File: src/rtl/mem_burst_responder_pkg.sv
`default_nettype none
// +----------------------------------------------------------------------------+
// | Packages : cva5_types, mem_burst_responder_pkg                             |
// | Purpose  : cva5_types holds the burst-length and word-address widths that  |
// |            every cache master shares. mem_burst_responder_pkg builds the   |
// |            responder's datapath types and the burst alignment helper on    |
// |            top of them.                                                    |
// | Ports    : none (packages only)                                            |
// | Revision : 1.0 - initial release                                           |
// +----------------------------------------------------------------------------+
package cva5_types;
  localparam int unsigned BURST_LEN_W = 5;
  localparam int unsigned WORD_ADDR_W = 30;
endpackage

package mem_burst_responder_pkg;
  import cva5_types::*;

  localparam int unsigned DATA_W  = 32;
  // One bit wider than the burst length, so that a count of 32 beats
  // stays distinct from a count of 0.
  localparam int unsigned BEAT_W  = BURST_LEN_W + 1;

  typedef logic [WORD_ADDR_W-1:0] word_addr_t;
  typedef logic [BURST_LEN_W-1:0] burst_len_t;
  typedef logic [DATA_W-1:0]      data_t;
  typedef logic [BEAT_W-1:0]      beat_cnt_t;

  // Bursts are line-aligned. rlen+1 is a power of two, so clearing the bits
  // set in rlen gives the start of the line that contains addr.
  function automatic word_addr_t burst_base(word_addr_t addr, burst_len_t rlen);
    return addr & ~word_addr_t'(rlen);
  endfunction
endpackage
`default_nettype wire

File: src/rtl/mem_burst_responder_if.sv
`default_nettype none
// +----------------------------------------------------------------------------+
// | Interface : mem_burst_responder_if                                         |
// | Purpose   : Groups the master-side burst-read port and the backing word    |
// |             bus that the responder uses.                                   |
// | Signals   : mem_request/mem_addr/mem_rlen -> responder,                    |
// |             mem_ack/mem_rvalid/mem_rdata  <- responder,                    |
// |             bus_rd/bus_addr <- responder,                                  |
// |             bus_ready/bus_rvalid/bus_rdata -> responder                    |
// | Modports  : slave  = the responder                                         |
// |             master = the surrounding system (cache master + backing bus)   |
// | Revision  : 1.0 - initial release                                          |
// +----------------------------------------------------------------------------+
interface mem_burst_responder_if;
  import mem_burst_responder_pkg::*;

  logic       mem_request;
  word_addr_t mem_addr;
  burst_len_t mem_rlen;
  logic       mem_ack;
  logic       mem_rvalid;
  data_t      mem_rdata;

  logic       bus_rd;
  word_addr_t bus_addr;
  logic       bus_ready;
  logic       bus_rvalid;
  data_t      bus_rdata;

  modport slave (
    input  mem_request, mem_addr, mem_rlen, bus_ready, bus_rvalid, bus_rdata,
    output mem_ack, mem_rvalid, mem_rdata, bus_rd, bus_addr
  );

  modport master (
    output mem_request, mem_addr, mem_rlen, bus_ready, bus_rvalid, bus_rdata,
    input  mem_ack, mem_rvalid, mem_rdata, bus_rd, bus_addr
  );
endinterface
`default_nettype wire

File: src/rtl/mem_burst_responder.sv
`default_nettype none
// +----------------------------------------------------------------------------+
// | Module   : mem_burst_responder                                             |
// | Purpose  : Accepts one line-aligned burst-read request at a time, splits   |
// |            it into single-word reads on the backing bus (at most           |
// |            MAX_OUTSTANDING in flight), and forwards the in-order returned  |
// |            words to the master one cycle after they arrive.                |
// | Ports    : clk, rst          - clock, synchronous active-high reset        |
// |            link (slave)      - master burst port + backing word bus        |
// |            spurious_rvalid   - sticky: backing data came with no burst     |
// |                                waiting for it                              |
// | Revision : 1.0 - initial release                                           |
// +----------------------------------------------------------------------------+
module mem_burst_responder
  import mem_burst_responder_pkg::*;
#(
  parameter int unsigned MAX_OUTSTANDING = 4
) (
  input  logic                  clk,
  input  logic                  rst,
  mem_burst_responder_if.slave  link,
  output logic                  spurious_rvalid
);

  // The in-flight counter has to hold MAX_OUTSTANDING itself, not just values below it.
  localparam int unsigned OUT_W = $clog2(MAX_OUTSTANDING + 1);

  typedef enum logic [1:0] {
    IDLE  = 2'd0,
    ACK   = 2'd1,
    BURST = 2'd2
  } state_t;

  state_t             state;
  state_t             state_next;
  word_addr_t         base;
  burst_len_t         len;
  beat_cnt_t          issued;
  beat_cnt_t          returned;
  logic [OUT_W-1:0]   outstanding;

  logic start;
  logic issue_ok;
  logic rd_fire;
  logic rv_accept;
  logic rv_last;

  assign start    = (state == IDLE) && link.mem_request;
  assign issue_ok = (issued <= beat_cnt_t'(len)) &&
                    (outstanding < OUT_W'(MAX_OUTSTANDING));
  assign rd_fire  = link.bus_rd && link.bus_ready;

  // Backing data is used only while a burst is still waiting for words.
  // Anything else is dropped and flagged.
  assign rv_accept = link.bus_rvalid && (state != IDLE) &&
                     (returned <= beat_cnt_t'(len));
  assign rv_last   = rv_accept && (returned == beat_cnt_t'(len));

  always_ff @(posedge clk) begin
    if (rst) begin
      state <= IDLE;
    end else begin
      state <= state_next;
    end
  end

  always_comb begin
    state_next    = state;
    link.bus_rd   = 1'b0;
    link.bus_addr = base + word_addr_t'(issued);
    case (state)
      IDLE: begin
        if (link.mem_request) begin
          state_next = ACK;
        end
      end
      ACK: begin
        link.bus_rd = issue_ok;
        state_next  = BURST;
      end
      BURST: begin
        link.bus_rd = issue_ok;
        if (rv_last) begin
          state_next = IDLE;
        end
      end
      default: state_next = IDLE;
    endcase
  end

  always_ff @(posedge clk) begin
    if (rst) begin
      link.mem_ack    <= 1'b0;
      link.mem_rvalid <= 1'b0;
      link.mem_rdata  <= '0;
      spurious_rvalid <= 1'b0;
      base            <= '0;
      len             <= '0;
      issued          <= '0;
      returned        <= '0;
      outstanding     <= '0;
    end else begin
      // start is only ever true in IDLE, so the registered pulse is high in exactly the ACK cycle.
      link.mem_ack    <= start;
      link.mem_rvalid <= rv_accept;
      if (rv_accept) begin
        link.mem_rdata <= link.bus_rdata;
      end
      if (link.bus_rvalid && !rv_accept) begin
        spurious_rvalid <= 1'b1;
      end

      if (start) begin
        base     <= burst_base(link.mem_addr, link.mem_rlen);
        len      <= link.mem_rlen;
        issued   <= '0;
        returned <= '0;
      end else begin
        if (rd_fire) begin
          issued <= issued + beat_cnt_t'(1);
        end
        if (rv_accept) begin
          returned <= returned + beat_cnt_t'(1);
        end
      end

      // Responses arrive in order, so a count is all the tracking needed.
      case ({rd_fire, rv_accept})
        2'b10:   outstanding <= outstanding + OUT_W'(1);
        2'b01:   outstanding <= outstanding - OUT_W'(1);
        default: outstanding <= outstanding;
      endcase
    end
  end

endmodule
`default_nettype wire

File: src/flat_wrapper.sv
// flat-port wrapper written by rule: the top's interface ports become plain ports
module mem_burst_responder_flat import mem_burst_responder_pkg::*;
#(
  parameter int unsigned MAX_OUTSTANDING = 4
)
  (clk, rst, spurious_rvalid, link_mem_request, link_mem_addr, link_mem_rlen, link_bus_ready, link_bus_rvalid, link_bus_rdata, link_mem_ack, link_mem_rvalid, link_mem_rdata, link_bus_rd, link_bus_addr);
  mem_burst_responder_if link_i ();
  input  logic clk;
  input  logic rst;
  output logic spurious_rvalid;
  input wire logic [$bits(link_i.mem_request)-1:0] link_mem_request;
  input wire logic [$bits(link_i.mem_addr)-1:0] link_mem_addr;
  input wire logic [$bits(link_i.mem_rlen)-1:0] link_mem_rlen;
  input wire logic [$bits(link_i.bus_ready)-1:0] link_bus_ready;
  input wire logic [$bits(link_i.bus_rvalid)-1:0] link_bus_rvalid;
  input wire logic [$bits(link_i.bus_rdata)-1:0] link_bus_rdata;
  output wire logic [$bits(link_i.mem_ack)-1:0] link_mem_ack;
  output wire logic [$bits(link_i.mem_rvalid)-1:0] link_mem_rvalid;
  output wire logic [$bits(link_i.mem_rdata)-1:0] link_mem_rdata;
  output wire logic [$bits(link_i.bus_rd)-1:0] link_bus_rd;
  output wire logic [$bits(link_i.bus_addr)-1:0] link_bus_addr;
  assign link_i.mem_request = link_mem_request;
  assign link_i.mem_addr = link_mem_addr;
  assign link_i.mem_rlen = link_mem_rlen;
  assign link_i.bus_ready = link_bus_ready;
  assign link_i.bus_rvalid = link_bus_rvalid;
  assign link_i.bus_rdata = link_bus_rdata;
  assign link_mem_ack = link_i.mem_ack;
  assign link_mem_rvalid = link_i.mem_rvalid;
  assign link_mem_rdata = link_i.mem_rdata;
  assign link_bus_rd = link_i.bus_rd;
  assign link_bus_addr = link_i.bus_addr;
  mem_burst_responder #(.MAX_OUTSTANDING(MAX_OUTSTANDING)) u_core (.clk(clk), .rst(rst), .link(link_i), .spurious_rvalid(spurious_rvalid));
endmodule
File: config.mk
export PLATFORM = sky130hd
export DESIGN_NAME = mem_burst_responder_flat
export DESIGN_NICKNAME = d
export VERILOG_FILES = /design/src/rtl/mem_burst_responder_pkg.sv /design/src/rtl/mem_burst_responder_if.sv /design/src/rtl/mem_burst_responder.sv /design/src/flat_wrapper.sv
export SDC_FILE = /design/constraint.sdc
export NUM_CORES = 1
export LEC_CHECK = 0
export ABC_AREA = 1
export CORE_MARGIN = 5
export CORE_UTILIZATION = 43
export CTS_CLUSTER_DIAMETER = 40
export DETAILED_ROUTE_END_ITERATION = 16
export PLACE_DENSITY = 0.81
export SLEW_MARGIN = 15
export SYNTH_ARGS = -nofsm -noshare
export SYNTH_HDL_FRONTEND = slang
export SYNTH_SLANG_ARGS = --single-unit
export TNS_END_PERCENT = 10
File: constraint.sdc
create_clock -name clk -period 2.3 [get_ports clk]
set_input_delay 0.345 -clock clk [delete_from_list [all_inputs] [get_ports clk]]
set_output_delay 0.345 -clock clk [all_outputs]
set_load 0.03 [all_outputs]
==> flow_summary.ini <==
[run_status]
outcome = complete, but fails checks
violations = setup timing

[floorplan]
ios = 138
die-area_mm2 = 0.0127
die_h_um = 113
start_util_pct = 44.0
die_w_um = 113
coreArea_mm2 = 0.0103
rows = 37

[placed_design]
pre_cts_ws_ns = -0.0285
dpl_cell_area_mm2 = 0.00603
dp_hpwl_um = 9700
port_buffers = 137
place_inst = 906
routabilityCongestion = 0.967

[synthesis]
synth_area_mm2 = 0.00452
syn_avg_cell_area_um2 = 7.16
synth-seq-cells = 87
postSynthCellCount = 632
netlist-cell-type-count = 37
ys_warn_count = 0
synth-edff-count = 0
syn_nets = 728
ys_seq_area_share_pct = 38.5
synth-main-ff-cell = dfxtp_1
synthArstFlopShare_pct = 0

[hold_path]
min_path_type = reg2reg
whs_endpoint = u_core.spurious_rvalid
min_path_cells = 2
worstHoldStart = u_core.spurious_rvalid

[pwr]
power_mw = 5.45
p_leak_nw = 2.87
power_density_mw_per_mm2 = 838
max-vdd-ir-drop_uv = 480

[drt]
vias = 4672
drcViolationCount = 0
wire_per_inst_um = 14.1
wl_met2_um = 6290
antenna_left = 0
top_layer_used = met4
drtPass1Iterations = 6
wl_met1_um = 5340
drtIter0Drc = 260
wl_met3_um = 1200
viasPerCell = 5.05
routed_wl_um = 13100

[worst_setup_path]
regToRegEndpoint = u_core.outstanding[2]
worstSetupStartpointType = flip-flop
crit_path_end_kind = primary output
reg2reg_setup_slack_ns = 0.05
cp.arrival_ns = 2.10
r2r_cells = 15
crit_type = reg2out
worst_ep_required_time_ns = 1.96
timing.rr.start = u_core.len[4]
worstPathMaxFanout = 6

[finish]
drive_above_1_share_pct = 16.7
stdcell_area_mm2 = 0.00650
final_nets = 882
antenna_cells = 0
stdcell_count = 926
area_growth_pct = 43.7

[timing]
finalSetupViolations = 19
grt_setup_unrepaired = yes
relSlewSlack_pct = 73.1
tightest_slew_ns = 0.403
drv_slew = 0
finalHoldViolCount = 0
fin_crit_ns = 2.45
fin_skew_ns = 0.0102
fin_crit_sh_pct = 106
fmax_ghz = 0.409
whs_ns = 0.458
setup_ws_ns = -0.147

[run]
maxCapViolations = 0

[global_routing]
track_usage_pct = 20.4
overflow = 0
antenna_found_initial = 0
grt_pass1_wl_um = 21500
grt_pass1_vias = 4642
grt_max_degree = 41

[clock_network]
clk_latency_ns = 0.35
htree_levels = 3
numCtsBuffers = 9
root_buffer = clkbuf_8
cts_tree = done
path_clk_slew_ns = 0.08
clockBufferDepth = 2
clock_sinks = 87
==> power by group <==
part	switching (mW)	leakage [nW]	internal, mW
Sequential	0.188	0.716	1.80
Clock	0.536	0.103	0.638
Combinational	1.38	2.06	0.908
==> final cells by class <==
| type | instances | area [um^2] |
|---|---|---|
| Multi-Input combinational cell | 454 | 2550 |
| Fill cell | 906 | 3780 |
| Clock inverter | 3 | 67.6 |
| Clock buffer | 12 | 145 |
| Timing Repair Buffer | 160 | 1530 |
| Inverter | 74 | 285 |
| Tap cell | 136 | 170 |
| Sequential cell | 87 | 1750 |
==> registers in the layout, indices dropped and copies added (netlist names) <==
signal / flops
u_core.returned: 6
u_core.state: 2
u_core.len: 5
u_core.issued: 6
u_core.link.mem_ack: 1
u_core.base: 30
u_core.link.mem_rvalid: 1
u_core.link.mem_rdata: 32
u_core.outstanding: 3
u_core.spurious_rvalid: 1
==> stage by stage <==
stage / setup TNS (ns) / utilization (%)
floorplan: -0.00277 / -
detailed placement: -0.0285 / 58.7
finish: -1.78 / 63.3
global route: -4.30 / 63.3
global placement: 0 / 58.7
CTS: -2.05 / 62.2
==> layout by cell type, fill, tap and decap left out, types with 2 or more instances in the layout <==
cell,count
nor2_1,99
dfxtp_1,79
clkdlybuf4s50_1,107
inv_2,3
inv_1,69
ha_4,6
clkbuf_8,10
nand3_1,25
a22o_1,6
nand4_1,9
buf_12,2
a32o_1,4
bufinv_16,2
clkbuf_1,2
nor3_1,7
a21oi_1,12
nand2_4,5
o21ai_2,2
o22ai_1,4
buf_6,9
nor2_2,11
ha_1,16
dfxtp_2,8
nand2_1,134
nor3_2,5
xnor2_1,3
o21ai_0,54
buf_4,41
a21oi_2,2
fa_2,2
xor2_1,14
nand2_2,10
nand3_2,4
o21ai_1,11
==> synthesized netlist by cell type, types with 5 or more instances <==
| cell type | number | share of area (%) |
|---|---|---|
| nand2_2 | 5 | 0.69 |
| nand4_1 | 9 | 1.2 |
| clkbuf_1 | 6 | 0.50 |
| xor2_1 | 15 | 2.9 |
| nor3_2 | 5 | 1.1 |
| nor2_1 | 105 | 8.7 |
| dfxtp_1 | 87 | 39 |
| ha_1 | 22 | 6.1 |
| buf_6 | 5 | 1.2 |
| nand3_1 | 27 | 3.0 |
| a21oi_1 | 13 | 1.4 |
| nor2_2 | 6 | 0.83 |
| nor3_1 | 7 | 0.77 |
| o21ai_0 | 62 | 6.9 |
| o21ai_1 | 5 | 0.55 |
| nand2_1 | 143 | 12 |
| inv_1 | 72 | 6.0 |
| a22o_1 | 6 | 1.2 |
==> kinds of logic after synthesis <==
group | count (synthesis) | share of synthesized area, %
XOR/XNOR | 18 | 3.49
AND/OR/NAND/NOR | 315 | 30.0
buffers and inverters | 91 | 9.07
adder cells (fa/ha/maj) | 24 | 6.97
AO/OA/AOI/OAI | 97 | 12.0
flip-flops | 87 | 38.5
==> routing by layer <==
metal / track usage, % / up-vias
met5: 0 / -
met4: 7.13 / 0
met3: 7.17 / 27
met2: 33.5 / 193
met1: 24.7 / 2127
li1: - / 2325
==> repair_timing <==
action                     4_1_cts  5_1_grt
setup endpoints to repair       27       28
setup buffers                    3        2
pin swaps                        8        5
hold buffers                     0        0
gates resized for setup         38       24
==> how the worst max path moves through the flow <==
| stage | slack (ns) | startpoint | endpoint |
|---|---|---|---|
| 6_report | -0.15 | u_core.base[0] | link_bus_addr[14] |
| 5_1_grt | -0.26 | u_core.issued[0] | link_bus_addr[14] |
| 4_1_cts | -0.16 | u_core.base[0] | link_bus_addr[14] |
| 3_5_place_dp | -0.03 | link_bus_rvalid | u_core.outstanding[2] |
| 3_3_place_gp | 0.01 | link_bus_rvalid | u_core.outstanding[2] |
| 2_1_floorplan | -0.003 | u_core.issued[0] | link_bus_addr[16] |
==> critical path, stage by stage, from the launching register on <==
cell	delay, ns
dfxtp_2	0.36
ha_4	0.14
inv_2	0.03
fa_2	0.37
o21ai_4	0.15
nand2_2	0.09
nand2_4	0.12
nand2_4	0.11
nor2_4	0.12
nand2_1	0.05
nand2_1	0.07
buf_6	0.13
Note: power is estimated with default switching activity, not from simulation.
==> edit: new RTL, same flow settings <==
Encoding of `state_t`: now one-hot (3 bits for 3 states).
--- a/src/rtl/mem_burst_responder.sv
+++ b/src/rtl/mem_burst_responder.sv
@@ -26,8 +26,8 @@
   localparam int unsigned OUT_W = $clog2(MAX_OUTSTANDING + 1);
 
-  typedef enum logic [1:0] {
-    IDLE  = 2'd0,
-    ACK   = 2'd1,
-    BURST = 2'd2
+  typedef enum logic [2:0] {
+    IDLE  = 3'b001,
+    ACK   = 3'b010,
+    BURST = 3'b100
   } state_t;
 
Check against the original RTL: same outputs for any inputs over 4 cycles, from zero or initial values and one cycle with rst high; so few cycles prove little.
==> edit against the original RTL <==
  * The flow still finishes with violations (setup timing)
  * Sequential cell count increased by 1
  * Total power decreased by 28%
  * Critical path type unchanged
  * Setup slack worse by 0.054 ns
  * Area after synthesis grew 2.3%
  * Combinational power decreased by 50%
  * Global-route usage up 0.46 points
  * Wire length rose by 3.2%
  * Design area is 0.79% higher
  * Critical path depth decreased by 1
  * Count of clock-buffer cells in the layout down 3
  * Synthesized cell count down 0.32%
==> edit: results (changes against the original RTL) <==
[logic_synthesis]
synth_compound_area_frac=0.110  ; was 0.120
syn_nets=723  ; was 728
yosys.area_share.adder=0.0600  ; was 0.0697
synthTopCellsByArea=dfxtp_1 38%, nand2_1 11%, nor2_1 5.9%  ; was dfxtp_1 39%, nand2_1 12%, nor2_1 8.7%
ys_seq_area_frac=0.381  ; was 0.385
syn_avg_cell_area_sq_um=7.35  ; was 7.16 sq um
synth_xor_xnor_area_share=0.0397  ; was 0.0349

[critical_path]
arrival_ns=2.16  ; was 2.10 ns
r2r_start=u_core.issued[0]  ; was u_core.len[4]
rrSetupSlack_ns=0.08  ; was 0.05 ns

[grt]
grt_pass1_wl_um=22100  ; was 21,500 um
grtUsageTotal=0.208  ; was 0.204

[timing]
setup_ws_ns=-0.200  ; was -0.147 ns
setup_viol=19  ; unchanged
worst_clock_skew_ns=0.0114  ; was 0.0102 ns
hold_slack_ns=0.456  ; was 0.458 ns

[placed_design]
placed_area_sq_um=6130  ; was 6030 sq um
detailed_place_hpwl_um=10000  ; was 9700 um
gp_congestion=0.891  ; was 0.967
dp.cells=905  ; was 906

[finish]
final_nets=874  ; was 882

[outcome]
status=complete, but fails checks  ; unchanged
violations=setup timing  ; unchanged

[detailed_routing]
drt_iter0_markers=248  ; was 260
viasPerCell=5.03  ; was 5.05

[power]
power.leakage_nw=2.86  ; was 2.87 nW

[cts]
path_clk_slew_ns=0.10  ; was 0.08 ns

edit: power breakdown:
| group | internal [mW] | switching, mW |
|---|---|---|
| registers | 1.67 | 0.0950 |
| logic | 0.483 | 0.667 |
| clock network | 0.393 | 0.592 |
edit: area by class of cell:
| class | count | area, sq um |
|---|---|---|
| multi-input cells | 451 | 2640 |
| fillers | 894 | 3860 |
| well taps | 136 | 170 |
| clock inverters | 7 | 47.5 |
| clock buffers | 9 | 124 |
| inverters | 73 | 282 |
| flip-flops and latches | 88 | 1770 |
| repair buffers | 158 | 1520 |
edit: routing by layer:
| layer | part of all wire | track usage |
|---|---|---|
| met5 | 0 | 0 |
| met4 | 0.016 | 0.0793 |
| met3 | 0.095 | 0.0759 |
| met2 | 0.47 | 0.352 |
| met1 | 0.42 | 0.241 |
edit: worst max path at each step:
stage                            endpoint  slack, ns  depth (start not counted)
detailed placement      link_bus_addr[28]      -0.08                         12
global placement        link_bus_addr[28]       0.01                         12
global route            link_bus_addr[14]      -0.30                         10
finish                  link_bus_addr[14]      -0.20                         10
CTS                     link_bus_addr[10]      -0.21                          9
floorplan           u_core.outstanding[2]      -0.06                         14
edit: repair_timing:
item | CTS | global route
buffers inserted | 0 | 1
pin swaps | 8 | 2
gates resized for setup | 54 | 18
endpoints found under the setup margin | 29 | 27
hold buffers | 0 | 0
endpoints found under the hold margin | 0 | 0
edit: tightest hold or removal path, stage by stage (launching register included):
cell	delay (ns)
dfxtp_1	0.32
inv_1	0.04
a21oi_1	0.05
edit: cell families (layout without fill, tap and decap cells):
group / after synthesis / in the layout
xor+xnor: 21 / 21
buf+inv: 91 / 247
simple gates: 318 / 318
flops: 88 / 88
compound gates: 91 / 91
fa+ha+maj: 21 / 21
edit: metrics by stage:
step	power [mW]	setup TNS (ns)
final	3.89	-2.02
after global routing	4.09	-5.11
after CTS	3.90	-2.00
after detailed placement	2.91	-0.289
after global placement	2.89	0
after floorplan	2.47	-0.130
